**src/rtl/z80_bus_ctrl.sv**
```systemverilog
// rtl/z80_bus_ctrl.sv - Z80 bus-cycle classifier, wait-state inserter and strobe generator
// Ports:
//   eclk, erst            system clock, synchronous active-high reset
//   cpu_clk               Z80 clock level, sampled in the eclk domain
//   _mreq _iorq _m1 _rfsh _wr ab   Z80 bus (controls active low)
//   _wait                 to Z80 WAIT pad, active low
//   ram_wr                one-eclk RAM write pulse
//   _uart_cs              one-eclk UART select pulse, active low
//   dsel                  read source: 0 RAM, 1 UART, 2 const 0xBF, 3 INTA vector 0xFF
//   busy                  high while a non-refresh cycle is in progress
module z80_bus_ctrl #(
  parameter logic [6:0]  UART_BASE = 7'h55,
  parameter int unsigned MEM_WAIT  = 0,
  parameter int unsigned IO_WAIT   = 0
) (
  input  logic        eclk,
  input  logic        erst,
  input  logic        cpu_clk,
  input  logic        _mreq,
  input  logic        _iorq,
  input  logic        _m1,
  input  logic        _rfsh,
  input  logic        _wr,
  input  logic [15:0] ab,
  output logic        _wait,
  output logic        ram_wr,
  output logic        _uart_cs,
  output logic [1:0]  dsel,
  output logic        busy
);

  typedef enum logic [2:0] {ST_IDLE, ST_MEM, ST_IO, ST_INTA, ST_END} state_t;

  localparam logic [3:0] MEM_WC = 4'(MEM_WAIT);
  localparam logic [3:0] IO_WC  = 4'(IO_WAIT);

  state_t     state;
  logic [3:0] wcnt;
  logic       last_clk;
  logic       rise;
  logic       uart_hit;
  logic       bus_idle;
  logic       unused_ab;

  assign rise      = cpu_clk & ~last_clk;
  assign uart_hit  = (ab[7:1] == UART_BASE);
  assign bus_idle  = _mreq & _iorq;
  assign unused_ab = ^{ab[15:8], ab[0]};

  always_ff @(posedge eclk) begin
    if (erst) begin
      state    <= ST_IDLE;
      wcnt     <= 4'd0;
      last_clk <= 1'b0;
      _wait    <= 1'b1;
      ram_wr   <= 1'b0;
      _uart_cs <= 1'b1;
      dsel     <= 2'd0;
      busy     <= 1'b0;
    end else begin
      last_clk <= cpu_clk;
      // strobes are single-eclk: cleared every cycle unless re-armed below
      ram_wr   <= 1'b0;
      _uart_cs <= 1'b1;

      if (_iorq)         dsel <= 2'd0;
      else if (!_m1)     dsel <= 2'd3;
      else if (uart_hit) dsel <= 2'd1;
      else               dsel <= 2'd2;

      case (state)
        ST_IDLE: begin
          if (rise) begin
            // memory wins over IO; a refresh cycle leaves us idle
            if (!_mreq) begin
              if (_rfsh) begin
                state <= ST_MEM;
                busy  <= 1'b1;
                wcnt  <= MEM_WC;
                _wait <= (MEM_WC == 4'd0);
              end
            end else if (!_iorq) begin
              busy <= 1'b1;
              if (_m1) begin
                state <= ST_IO;
                if (uart_hit) begin
                  wcnt  <= IO_WC;
                  _wait <= (IO_WC == 4'd0);
                end else begin
                  wcnt <= 4'd0;
                end
              end else begin
                state <= ST_INTA;
                wcnt  <= 4'd0;
              end
            end
          end
        end

        ST_END: begin
          if (bus_idle) begin
            state <= ST_IDLE;
            busy  <= 1'b0;
          end
        end

        default: begin
          if (bus_idle) begin
            // CPU abandoned the cycle: drop it without a strobe
            state <= ST_IDLE;
            busy  <= 1'b0;
            _wait <= 1'b1;
            wcnt  <= 4'd0;
          end else if (rise) begin
            if (wcnt != 4'd0) begin
              wcnt <= wcnt - 4'd1;
              if (wcnt == 4'd1) _wait <= 1'b1;
            end else begin
              case (state)
                ST_MEM: begin
                  // reads park here; a late _wr still gets its one strobe
                  if (!_wr) begin
                    ram_wr <= 1'b1;
                    state  <= ST_END;
                  end
                end
                ST_IO: begin
                  if (uart_hit) _uart_cs <= 1'b0;
                  state <= ST_END;
                end
                ST_INTA: state <= ST_END;
                default: begin
                  state <= ST_IDLE;
                  busy  <= 1'b0;
                  _wait <= 1'b1;
                end
              endcase
            end
          end
        end
      endcase
    end
  end

endmodule

```
**config.mk**
```make
export PLATFORM = sky130hd
export DESIGN_NAME = z80_bus_ctrl
export DESIGN_NICKNAME = d
export VERILOG_FILES = /design/src/rtl/z80_bus_ctrl.sv
export SDC_FILE = /design/constraint.sdc
export NUM_CORES = 1
export LEC_CHECK = 0
export ABC_AREA = 1
export BUFFER_PORTS_ARGS = -buffer_cell sky130_fd_sc_hd__buf_2
export CAP_MARGIN = 10
export CELL_PAD_IN_SITES_DETAIL_PLACEMENT = 0
export CELL_PAD_IN_SITES_GLOBAL_PLACEMENT = 1
export CORE_ASPECT_RATIO = 1.2
export CORE_MARGIN = 3
export CORE_UTILIZATION = 35
export CTS_BUF_LIST = sky130_fd_sc_hd__clkbuf_4
export DETAILED_ROUTE_END_ITERATION = 16
export PLACE_DENSITY = 0.9
export RECOVER_POWER = 50
export REMOVE_ABC_BUFFERS = 1
export SLEW_MARGIN = 15
export SYNTH_ARGS = -nofsm -noshare
export SYNTH_HDL_FRONTEND = slang
export SYNTH_SLANG_ARGS = --single-unit
```
**constraint.sdc**
```tcl
create_clock -name eclk -period 2.69 [get_ports eclk]
set_input_delay 0.1345 -clock eclk [delete_from_list [all_inputs] [get_ports eclk]]
set_output_delay 0.1345 -clock eclk [all_outputs]
set_load 0.02 [all_outputs]
```
Word level (Yosys, flattened, before mapping):

Cells that the tools add are included.

* $add $sub $neg: 1
* equal/unequal tests: 17
* multiplexer cells: 45
* bitwise operators: 7
* reductions and logical operators: 13

Operators by type and width (count)
* $mux 4: 7
* $mux 3: 9
* $mux 1: 22
* $reduce_and 7->1: 2
* $reduce_or 7->1: 2
* $ne 3x3->1 const B: 4
* $pmux 3 s2: 2
* $reduce_and 9->1: 1
* $pmux 4 s2: 1
* $eq 7x7->1 const B: 1
* $eq 3x2->1 const B: 2
* $reduce_and 6->1: 1
* $not 1->1: 5
* $eq 4x1->1 const B: 1
* $mux 2: 2
* $ne 2x2->1 const B: 2
* $ne 4x1->1 const B: 1
* $ne 4x2->1 const B: 1
* $ne 4x4->1 const B: 1
* $pmux 1 s2: 2
* $reduce_bool 4->1: 1
* $reduce_or 2->1: 2
* $sub 4x1->4 const B: 1
* $eq 3x1->1 const B: 1
* other kinds (8): 9

* register bits: 14
* input port bits: 24
* output and inout port bits: 6
* logic and storage cells: 91

Longest topological paths before layout:

* word-level depth: 7
* depth in mapped cells: 9
* mapped depth without buffers: 9

Least setup slack after synthesis:

Ideal clock, no wire load.

* kind: register -> register
* start: register wcnt[0]
* end: register wcnt[1]
* setup time: 0.124 ns
* arrival: 1.117 ns
* data required time: 2.566 ns
* path slack: 1.448 ns
* cell stages (with the launch flop): 10
* path buffers: 0
* period minus slack after synthesis: 1.242 ns
* cell sequence: dfxtp_1 -> inv_1 -> ha_1 -> nand3_1 -> o21ai_1 -> nand2_2 -> nand2_4 -> nand2_1 -> nand2_1 -> nor2_1

* longest elaborated chain between the ends: 5
* elaborated cells between the ends (all ways): 8
* classes of those cells: 1 x add/sub; 4 x mux; 3 x reduce/logical

Ends and longest elaborated chain
* start, declared: RTL line 38 `logic [3:0] wcnt;`
* start signal, assigned: RTL line 116 `wcnt <= wcnt - 4'd1;`
* $sub 4x1->4: RTL line 116
* $mux 4: RTL line 115 `if (wcnt != 4'd0) begin`
* $mux 4: RTL line 114 `end else if (rise) begin`
* $mux 4: RTL line 108 `if (bus_idle) begin`
* $pmux 4 s2: RTL line 71 `case (state)`

Several ways; a longest one is shown, not always the timed one. The select of a mux whose other input is x is not followed.
A chain may end at the register's enable or synchronous reset.

Worst setup path after layout:

* start: register state[1]
* end: register state[0]

* longest elaborated chain between the ends: 7
* elaborated cells between the ends (all ways): 18
* classes of those cells: 10 x eq/ne; 5 x mux; 3 x reduce/logical

Ends and longest elaborated chain
* start, declared: RTL line 37 `state_t state;`
* start signal, assigned: RTL line 52 `state <= ST_IDLE;`
* start signal, assigned: RTL line 77 `state <= ST_MEM;`
* start signal, assigned: RTL line 85 `state <= ST_IO;`
* $eq 3x2->1: RTL line 119 `case (state)`
* $reduce_or 2->1 (no source line)
* $pmux 3 s2: RTL line 119
* $mux 3: RTL line 115
* $mux 3: RTL line 114
* $mux 3: RTL line 108
* $pmux 3 s2: RTL line 71

Several ways; a longest one is shown, not always the timed one. The select of a mux whose other input is x is not followed.

==> impl_metrics.py <==
metrics = {
    "outcome": {
        "status": "finished clean",
    },
    "power": {
        "p_switching_w": 0.000444,
        "vdd_drop_max_v": 0.000553,
        "pwr-share-clk_pct": 14.3,
        "fin_total_pwr_w": 0.000936,
        "intPower_w": 0.000492,
        "power_frac_seq_pct": 30.5,
        "power_density_mw_per_mm2": 1070,
        "p_leak_nw": 0.421,
        "swShare_pct": 47.4,
        "p_comb_share_pct": 55.2,
    },
    "hold_path": {
        "hold_class": "in2reg",
    },
    "synthesis": {
        "yosys_warnings": 0,
        "synth_cell_type_count": 24,
        "synth.area.top_cells": "dfxtp_1 (35%), nand2_1 (11%), nand3_1 (8.7%)",
        "synth_area_leader_cell": "dfxtp_1",
        "synthesis.area_um2": 748,
        "synthFlopType": "dfxtp_1",
        "synth_top_area_share_pct": 34.8,
        "synth-edff-count": 0,
        "synth-seq-cells": 13,
        "async_reset_ff_share_pct": 0,
        "ys_seq_area_share_pct": 34.8,
        "synth_cells": 113,
        "syn_area_per_cell_um2": 6.62,
    },
    "critical_path": {
        "cp-start-kind": "flop",
        "worst-r2r-setup-slack_ns": 1.08,
        "crit_required_ns": 2.87,
        "crit_start": "state[1]",
        "path_class": "reg2reg",
        "cp.buffers_inverters": 1,
        "worstPathCellList": "inv_2, nand2_2, nor2_2, a21oi_2, nand3_1, nor2_1, nor2_1",
        "r2r_cells": 7,
        "slowest_stage": "a21oi_2",
        "crit_path_end": "state[0]",
        "crit_path_frequent_cell": "nor2_1",
        "crit_arrival_ns": 1.79,
        "path_depth": 7,
        "crit_fanout": 11,
        "end_kind": "flop",
        "r2r_end": "state[0]",
        "worstReg2RegStart": "state[1]",
        "max_stage_delay_ns": 0.45,
        "critPathTopFamily": "simple AND/OR/NAND/NOR gates",
    },
    "drt": {
        "topRoutingLayerUsed": "met4",
        "wl_met3_um": 77,
        "first_pass_iters": 4,
        "wl_met2_um": 802,
        "vias_per_cell": 4.75,
        "wl_per_cell_um": 10.3,
        "drc": 0,
        "vias": 764,
        "routed_wirelength_um": 1660,
        "wirelength_met1_um": 744,
        "antenna_left": 0,
        "drt_iter0_drc": 17,
    },
    "finish": {
        "syn2layout_area_growth_pct": 17.4,
        "multi_input_area_um2": 417,
        "final_cell_mix": "nand2_1 (22), nor2_1 (16), nand3_1 (13), dfxtp_1 (13), buf_2 (13)",
        "nets": 160,
        "final_common_cell": "nand2_1",
        "seqCellArea_um2": 260,
        "n_antenna_cell": 0,
        "fillerInstances": 217,
        "layout-drive-gt1-share_pct": 21.8,
    },
    "global_routing": {
        "grt_pass1_vias": 693,
        "grt_pass1_wl_um": 2910,
        "grt_antenna_before_repair": 0,
        "grt_max_degree": 12,
        "grtUsageTotal_pct": 14.7,
        "overflow": 0,
    },
    "sta": {
        "hold_slack_ns": 0.0783,
        "final.setup_skew_ns": 0.00475,
        "hold_viol": 0,
        "finalCritPeriodShare_pct": 59.8,
        "max_freq_mhz": 622,
        "slew_viol_final": 0,
        "tightest_slew_ns": 0.533,
        "setup_violations": 0,
        "finalSetupTns_ns": 0,
        "slew_headroom_pct": 64.5,
        "period_minus_slack_ns": 1.61,
        "rsz0062_at_grt": "no",
    },
    "cts": {
        "tritoncts": "built",
        "clkLatencyLatePin_ns": 0.28,
        "htreeDepth": 1,
        "post_cts_resize_count": 0,
        "cts_hold_buf": 0,
        "clk_path_buf_depth": 2,
        "cts_root_buf": "clkbuf_4",
        "cts_num_sinks": 13,
        "cts_setup_buffers": 0,
        "clk_pin_slew_worst_paths_ns": 0.08,
        "numCtsBuffers": 3,
    },
    "placement": {
        "port_buffers": 19,
        "routabilityCongestion": 0.796,
        "hpwl_um": 1320,
    },
    "run": {
        "cap_violations": 0,
    },
    "floorplanning": {
        "initial_core_util_pct": 38.7,
        "die-area_mm2": 0.00273,
        "io_pins": 30,
        "coreArea_mm2": 0.00194,
        "dieWidth_um": 48.2,
        "dieHeight_um": 56.7,
        "num_rows": 17,
    },
}
[power groups by stage]
stage               sequential [W]  clock (W)  combinational (W)
detailed placement        0.000289          0           0.000522
CTS                       0.000284   0.000137           0.000526
global placement          0.000288          0           0.000513
global route              0.000294   0.000148           0.000605
floorplan                 0.000293          0           0.000410
finish                    0.000286   0.000133           0.000517
[stage by stage]
| stage | area, µm² | setup WS (ns) | instances | util, % |
|---|---|---|---|---|
| after global routing | 878 | 0.906 | 161 | 45.4 |
| after detailed placement | 856 | 1.09 | 157 | 44.2 |
| after global placement | 856 | 1.12 | 157 | 44.2 |
| final | 878 | 1.08 | 161 | 45.4 |
| after floorplan | 726 | 1.33 | 110 | - |
| after CTS | 886 | 1.08 | 161 | 45.8 |
[how the worst min path moves through the flow]
stage,startpoint,to,cells after the start
floorplan,erst,busy,1
global placement,cpu_clk,last_clk,3
detailed placement,_m1,dsel[0],2
CTS,_m1,dsel[0],2
global route,_m1,dsel[0],2
finish,_m1,dsel[0],2
[area by class of cell]
type / count / share of cell area, %
clock buffers: 4 / 3.42
inverters: 13 / 5.56
multi-input cells: 84 / 47.4
flip-flops and latches: 13 / 29.6
well taps: 28 / 3.99
repair buffers: 19 / 9.97
[synthesized netlist by cell type (2+ instances only)]
library cell and instances:
nand2_1 22, nor2_2 2, a21oi_1 5, nor3_1 6, inv_1 10, ha_1 2, nor2_1 16, nand4_1 5
nand2_2 4, dfxtp_1 13, inv_2 3, nand3_1 13
[flip-flops by register name, summed over array words and instances (netlist names)]
name and flops:
state 3, _uart_cs 1, last_clk 1, dsel 2, wcnt 4, ram_wr 1, busy 1
[cell families (layout without fill, tap and decap cells)]
logic type | after synthesis | after routing | synth area share, %
adder cells (fa/ha/maj) | 2 | 2 | 3.34
buffers and inverters | 16 | 36 | 9.53
flip-flops | 13 | 13 | 34.8
other | 1 | 1 | 0.501
AO/OA/AOI/OAI | 10 | 10 | 7.69
AND/OR/NAND/NOR | 71 | 71 | 44.1
[metal layers]
layer,vias up,track usage (%)
li1,407,-
met1,338,18.9
met2,13,21.8
met3,6,3.85
met4,0,6.92
met5,-,0
No activity file was read; power rests on OpenSTA's default activity.
